==> config.mk <==
export PLATFORM = sky130hd
export DESIGN_NAME = spi_master_rx
export DESIGN_NICKNAME = d
export VERILOG_FILES = /design/src/rtl/spi_master_rx.sv
export SDC_FILE = /design/constraint.sdc
export NUM_CORES = 1
export LEC_CHECK = 0
export CAP_MARGIN = 25
export CORE_MARGIN = 2
export CORE_UTILIZATION = 59
export DETAILED_ROUTE_END_ITERATION = 8
export PLACE_DENSITY = 0.86
export SYNTH_ARGS = -nofsm -noshare
export SYNTH_HDL_FRONTEND = slang
export SYNTH_SLANG_ARGS = --single-unit
==> constraint.sdc <==
create_clock -name clk -period 8.2 [get_ports clk]
set_input_delay 0.82 -clock clk [delete_from_list [all_inputs] [get_ports clk]]
set_output_delay 0.82 -clock clk [all_outputs]
set_load 0.1 [all_outputs]
==> src/rtl/spi_master_rx.sv <==
// ============================================================================
// spi_master_rx
// ----------------------------------------------------------------------------
// Receive half of the SPI master datapath. On every rx_edge strobe the block
// samples sdi1 (single mode) or sdi3..sdi0 (quad mode) and shifts the bits
// MSB-first into a 32-bit word. Each completed word goes to the RX FIFO over
// a valid/ready handshake. The transfer runs for the programmed bit count.
// rx_done flags the final sample. A sticky overflow flag records any word
// that is lost because the output register is still full.
//
// Optional feature (compile-time macro):
//   SPI_MASTER_RX_BSWAP_EN  - byte-reverse each word before it is loaded
//                             into data. Partial words are right-aligned
//                             first and then swapped.
//
// Ports:
//   clk            in   system clock, rising edge
//   rst            in   synchronous active-high reset
//   en             in   sampling enable from the SPI controller FSM
//   rx_edge        in   one-cycle strobe marking an SCK sampling edge
//   rx_done        out  one-cycle pulse after the final sample of a transfer
//   sdi0..sdi3     in   quad data lines (sdi1 is the only line in single mode)
//   en_quad_in     in   1 = quad mode (4 bits per edge), 0 = single mode
//   counter_in     in   transfer length in bits
//   counter_in_upd in   loads counter_in and starts a transfer
//   data           out  assembled word
//   data_valid     out  data holds an unconsumed word
//   data_ready     in   FIFO accepts data this cycle
//   rx_overflow    out  sticky: a word was dropped
//   clr_overflow   in   clears rx_overflow
// ============================================================================
module spi_master_rx #(
    parameter int DATA_WIDTH = 32,
    parameter int CNT_WIDTH  = 16
) (
    input  logic                  clk,
    input  logic                  rst,
    input  logic                  en,
    input  logic                  rx_edge,
    output logic                  rx_done,
    input  logic                  sdi0,
    input  logic                  sdi1,
    input  logic                  sdi2,
    input  logic                  sdi3,
    input  logic                  en_quad_in,
    input  logic [CNT_WIDTH-1:0]  counter_in,
    input  logic                  counter_in_upd,
    output logic [DATA_WIDTH-1:0] data,
    output logic                  data_valid,
    input  logic                  data_ready,
    output logic                  rx_overflow,
    input  logic                  clr_overflow
);

    typedef enum logic {
        ST_IDLE,
        ST_RUN
    } state_t;

    state_t                 state_q;
    state_t                 state_d;
    logic                   running;

    logic [CNT_WIDTH-1:0]   counter_q;
    logic [CNT_WIDTH-1:0]   counter_trgt_q;
    logic [CNT_WIDTH-1:0]   trgt_new;
    logic [DATA_WIDTH-1:0]  shift_q;
    logic [DATA_WIDTH-1:0]  shift_nxt;
    logic [DATA_WIDTH-1:0]  word_out;

    logic                   sample;
    logic                   last_sample;
    logic                   word_boundary;
    logic                   word_cmp;

    // In quad mode the controller programs a bit count. Each edge carries
    // four bits, so the edge target is a quarter of that count.
    assign trgt_new = en_quad_in ? (counter_in >> 2) : counter_in;

    // A load strobe outranks any sampling edge in the same cycle. This
    // ensures that a new transfer never starts with a stray bit from the
    // previous one.
    assign sample      = rx_edge && en && running && !counter_in_upd;
    assign last_sample = sample && (counter_q == (counter_trgt_q - CNT_WIDTH'(1)));

    // Single mode shifts one bit per edge. Quad mode shifts a whole nibble.
    // The shift register starts each word at zero, so a short final word
    // comes out right-aligned with no extra handling.
    assign shift_nxt = en_quad_in
                     ? {shift_q[DATA_WIDTH-5:0], sdi3, sdi2, sdi1, sdi0}
                     : {shift_q[DATA_WIDTH-2:0], sdi1};

    // A word closes after 32 single-mode edges or 8 quad-mode edges, or
    // when the transfer ends.
    assign word_boundary = en_quad_in ? (counter_q[2:0] == 3'd7)
                                      : (counter_q[4:0] == 5'd31);
    assign word_cmp      = sample && (last_sample || word_boundary);

`ifdef SPI_MASTER_RX_BSWAP_EN
    // Byte-reverse the completed word on its way to the FIFO.
    assign word_out = {shift_nxt[7:0], shift_nxt[15:8],
                       shift_nxt[23:16], shift_nxt[31:24]};
`else
    assign word_out = shift_nxt;
`endif

    // State register: tracks whether a transfer is in progress.
    always_ff @(posedge clk) begin
        if (rst) begin
            state_q <= ST_IDLE;
        end else begin
            state_q <= state_d;
        end
    end

    // Next-state logic. A load starts a transfer only when the new target is
    // nonzero. The last sample returns the block to idle, and later edges
    // are ignored until the next load.
    always_comb begin
        state_d = state_q;
        if (counter_in_upd) begin
            state_d = (trgt_new != '0) ? ST_RUN : ST_IDLE;
        end else if (last_sample) begin
            state_d = ST_IDLE;
        end
    end

    // Output decode of the state machine.
    always_comb begin
        running = 1'b0;
        if (state_q == ST_RUN) begin
            running = 1'b1;
        end
    end

    // Bit counter, target and shift register. A load clears the partial word
    // and restarts counting. The counter wraps to zero on the last sample, so
    // it never exceeds target-1.
    always_ff @(posedge clk) begin
        if (rst) begin
            counter_q      <= '0;
            counter_trgt_q <= CNT_WIDTH'(8);
            shift_q        <= '0;
            rx_done        <= 1'b0;
        end else begin
            rx_done <= last_sample;
            if (counter_in_upd) begin
                counter_trgt_q <= trgt_new;
                counter_q      <= '0;
                shift_q        <= '0;
            end else if (sample) begin
                counter_q <= last_sample ? '0 : counter_q + CNT_WIDTH'(1);
                shift_q   <= word_cmp ? '0 : shift_nxt;
            end
        end
    end

    // Output register and overflow flag. A new word is accepted when the
    // register is empty, or when the FIFO takes the old word in the same
    // cycle. While the FIFO stalls, data is held and any new word is
    // dropped, which sets the sticky overflow flag. A set in the same cycle
    // as a clear wins.
    always_ff @(posedge clk) begin
        if (rst) begin
            data        <= '0;
            data_valid  <= 1'b0;
            rx_overflow <= 1'b0;
        end else begin
            if (word_cmp) begin
                if (!data_valid || data_ready) begin
                    data       <= word_out;
                    data_valid <= 1'b1;
                end
            end else if (data_valid && data_ready) begin
                data_valid <= 1'b0;
            end

            if (word_cmp && data_valid && !data_ready) begin
                rx_overflow <= 1'b1;
            end else if (clr_overflow) begin
                rx_overflow <= 1'b0;
            end
        end
    end

endmodule

## Word level (Yosys, flattened, before mapping)

Index checks and enable logic that the tools add are counted.

- Register bits after elaboration: 99
- Bits in latches: 0
- RAM bits: 0
- Bits in read-only memories: 0
- Input port bits: 28
- Word-level logic and storage cells: 48
- Memories: 0

- Add/sub/neg operators: 2
- Multipliers: 0
- Div/mod/pow operators: 0
- $lt $le $gt $ge: 0
- Equality and inequality tests: 4
- Shift operators: 0
- Mux-type cells: 14
- Bitwise operators: 0
- Reduce and logical (&&, ||, !) cells: 20

Operator list:

| operator | number |
|---|---|
| two-way mux 16 bit | 2 |
| two-way mux 32 bit | 1 |
| two-way mux 31 bit | 1 |
| adder 16 x 1 -> 16 bit (second input constant) | 1 |
| == test 16 bit | 1 |
| nonzero test 16 bit | 1 |
| subtractor 16 x 1 -> 16 bit (second input constant) | 1 |
| two-way mux 1 bit | 10 |
| logical AND 1 bit | 8 |
| nonzero test 2 bit | 3 |
| == test 5 bit (second input constant) | 1 |
| AND reduction 2 bit | 2 |
| == test 3 bit (second input constant) | 1 |
| zero test 1 bit | 3 |
| logical OR 1 bit | 2 |
| != test 2 x 1 -> 1 bit (second input constant) | 1 |
| OR reduction 2 bit | 1 |

## Depth between registers and ports, before layout

- Word-level depth: 9
- Mapped depth: 11

## Worst setup path after synthesis

Ideal clock, no wire load.

- Kind: input port to flip-flop
- Start point: input counter_in_upd
- End point: register data[11]
- Library setup time: 131 ps
- Arrival: 2970 ps
- Required time: 8069 ps
- Setup slack: 5099 ps
- Stages: 11
- Cell sequence: clkbuf_1 and4b_1 buf_2 nand2_1 or4_1 a2111oi_4 nand4bb_1 buf_2 a21oi_4 buf_6 o32ai_1

- Longest elaborated chain between the ends: 6

RTL lines:

| what | line | RTL |
|---|---|---|
| from (decl) | 47 | `input logic counter_in_upd,` |
| zero test 1 bit (*) | 83 | `assign sample = rx_edge && en && running && !counter_in_upd;` |
| logical AND 1 bit (*) | 83 |  |
| logical AND 1 bit | 84 | `assign last_sample = sample && (counter_q == (counter_trgt_q - CNT_WIDTH'(1)));` |
| logical OR 1 bit | 97 | `assign word_cmp = sample && (last_sample \|\| word_boundary);` |
| logical AND 1 bit (*) | 97 |  |
| AND reduction 2 bit (no line) (*) | - |  |
| to (signal assigned) | 171 | `data <= word_out;` |
| to (decl) | 48 | `output logic [DATA_WIDTH-1:0] data,` |

Every way passes the cells marked *; elsewhere a longest branch is shown, timed or not.
A chain may end at the register's enable or synchronous reset.

## Final worst setup path

- Start point: input counter_in_upd
- End point: register data[20]

Same word-level chain as after synthesis.

==> impl_results.md <==
* Status: complete, no violations
* Gpl congestion at between 0.8 and 0.9
* Vias per inst at between 5 and 6
* First-pass GRT wire length at between 15000 and 20000 um
* Synthesized Nets at 536
* Most used DFF post-synth: dfxtp_1
* Mapped cell area at around 0.0046 sq mm
* Pin count of the biggest net entering global routing at between 50 and 60
* Vias at about 3800
* Yosys Warn Count at 0
* Minimum clock period at 4250 ps
* TritonCTS clock tree: done
* Kind of critical path: primary input to flop
* Initial DRC count at approximately 210
* Max IR drop VDD at between 0.1 and 0.15 mV
* Clk slew on worst S/H paths at roughly 100 ps
* Critical Path AT at 4450 ps
* Clock root cell: clkbuf_8
* Drt pass-1 iters at 4
* Clock H-tree levels at 3
* #FFs+latches synth at between 90 and 100
* Fraction of layout cells with a size suffix above 1 at 0.0561
* Leakage power at approximately 0.0018 uW
* Yosys cell types at 46
* Syn avg cell area at 9.13 sq um
* Met1 usage at 0.315
* Global router's overall resource usage at 0.250
* Wire length per cell at approximately 16 um
* Startpoint class of the critical path: primary input
* Vias in the first global route at between 3000 and 4000
* DIE AREA at ~0.0085 sq mm
* RSZ-0062 raised after global routing: no
* Final #Nets at slightly below 600
* Die width at 92.3 um
* Initial antenna violation count at 0
* Row cnt at 32
* DRT antenna net count at 0
* Crit share post-route at 0.518
* Area growth, synth to finish at 17.2%
* ANT cells at 0
* Final Hold Fails at 0
* Hold_buf cts at 0
* Total Wirelength at approximately 10000 um
* Worst Tran Pin Value at about 1000 ps
* DRC at 0
* CP required at about 8400 ps
* GR Util met3 at 0.0480
* Pins Over Slew Limit at 0
* Worst slew margin at 0.305
* Core area at 0.00765 sq mm
* Met2 GRT Util at 0.429
* Post_cts resized at 0
* HPWL after detailed placement at slightly above 7000 um
* CTS Sinks at 99
* Final TNS setup at 0 ps
* Crit. End Element: flop
* Slowest-stage cell, CP: a21oi_4
* Hold Path Class: flop to flop
* CTS Buf Count at 9
* Skew final at approximately 8.7 ps
* Sequential fraction of the synthesis area at 0.431
* Die height at a little over 90 um
* Max_cap viols at 0
* CP Max Fanout at 37
* Port bufs at between 60 and 70
* Worst-path cell chain: clkdlybuf4s50_1, buf_4, and4b_1, nand2_1, or4_1, a2111oi_4, nand4bb_1, a21oi_4, o32ai_1
* Later-pin clock latency in the skew report at between 300 and 400 ps
* PwrDens at roughly 160 mW/mm^2
* Bufs on Longest Clock Path at 2
* Final setup fails at 0
* Fraction of registers with async set/reset at 0
* Initial core utilization at 0.602
* Global route hottest layer: met2
* WHS at roughly 470 ps
* Post-synth EDFFs at 0
* Number of setup buffers added after CTS at 0
* IO Pins at between 60 and 70
* Global route total overflow at 0
* Peak Freq at approximately 240 MHz
* Worst path max stage delay at between 800 and 900 ps
* Power Total at ~870 uW
* Cells after Synth at between 500 and 600
-- metal layers --
metal	part of all wire	vias to the layer above
li1	-	1876
met1	0.43	1835
met2	0.51	88
met3	0.044	16
met4	0.017	0
met5	0	-
-- worst max-delay path: cells and delay by family --
family                 cells  cell delay [ps]
AO/OA/AOI/OAI              3             1420
buffers and inverters      2              640
AND/OR/NAND/NOR            4             1550
-- worst paths after layout --
| check | startpoint | endpoint | slack [ps] | depth (start not counted) |
|---|---|---|---|---|
| worst max-delay path | counter_in_upd | data[20] | 3950 | 9 |
| worst min-delay path | shift_q[29] | shift_q[29] | 470 | 2 |
| worst max register to register | counter_trgt_q[8] | data[20] | 4380 | 7 |
| worst min register to register | shift_q[29] | shift_q[29] | 470 | 2 |
-- per-stage QoR --
step	instances	util	cell area [sq um]	setup WS [ps]
after floorplan	504	-	4600	5100
final	655	0.705	5390	3950
after global placement	637	0.678	5180	3750
after detailed placement	638	0.679	5200	3500
after CTS	654	0.703	5380	3880
after global routing	655	0.705	5390	3750
-- cells in the final DEF (no fill, tap or decap), types with 11 or more instances in the layout --
| cell | synthesis | routed |
|---|---|---|
| nand2_1 | 48 | 48 |
| dfxtp_1 | 99 | 99 |
| nor2_1 | 40 | 39 |
| a21oi_1 | 11 | 11 |
| xnor2_1 | 20 | 20 |
| clkdlybuf4s50_1 | 0 | 60 |
| o21ai_0 | 37 | 37 |
| o32ai_1 | 30 | 30 |
| a211oi_1 | 14 | 14 |
| xor2_1 | 13 | 13 |
| nand3_1 | 11 | 11 |
| mux2i_1 | 47 | 47 |
| inv_1 | 37 | 37 |
-- report_power, final --
part / total [uW] / switching [uW] / internal [uW] / leakage (uW)
clock: 296 / 181 / 115 / 0.0000921
sequential: 496 / 9.34 / 486 / 0.000801
combinational: 78.5 / 42.2 / 36.3 / 0.000953
total: 871 / 233 / 638 / 0.00185
-- flip-flops by register name (all words and copies together), names as in the netlist --
| register | flops |
|---|---|
| data | 32 |
| rx_done | 1 |
| counter_trgt_q | 16 |
| counter_q | 16 |
| state_q | 1 |
| shift_q | 31 |
| data_valid | 1 |
| rx_overflow | 1 |
-- layout make-up --
cell class,count,area [sq um]
inverters,37,139
clock buffers,9,124
flip-flops and latches,99,1980
clock inverters,7,58.8
multi-input cells,335,2310
repair buffers,66,656
fillers,567,2250
well taps,102,128
-- kinds of logic after synthesis --
| group | Yosys count | synth area share |
|---|---|---|
| fa+ha+maj | 4 | 0.0109 |
| xor+xnor | 33 | 0.0628 |
| mux | 48 | 0.105 |
| flops | 99 | 0.431 |
| buf+inv | 70 | 0.0688 |
| simple gates | 145 | 0.154 |
| compound gates | 105 | 0.169 |
-- synthesized netlist by cell type (all sizes together), types with 2 or more instances --
master   n  area (sq um)
a211oi  14           105
a21oi   12          71.3
and2     2          12.5
and3     2          12.5
and4b    2          20.0
buf     13          98.8
clkbuf  20          78.8
dfxtp   99          1980
ha       4          50.1
inv     37           139
mux2i   47           470
nand2   48           180
nand2b   4          25.0
nand3   11          55.1
nand4    4          25.0
nand4b   2          17.5
nor2    40           150
nor2b    3          18.8
nor3     6          30.0
nor4     7          43.8
nor4b    2          17.5
o21ai   37           185
o31ai    2          15.0
o32ai   32           295
or3      3          18.8
or4      5          37.5
xnor2   20           175
xor2    13           114
(Power assumes the default switching activity.)
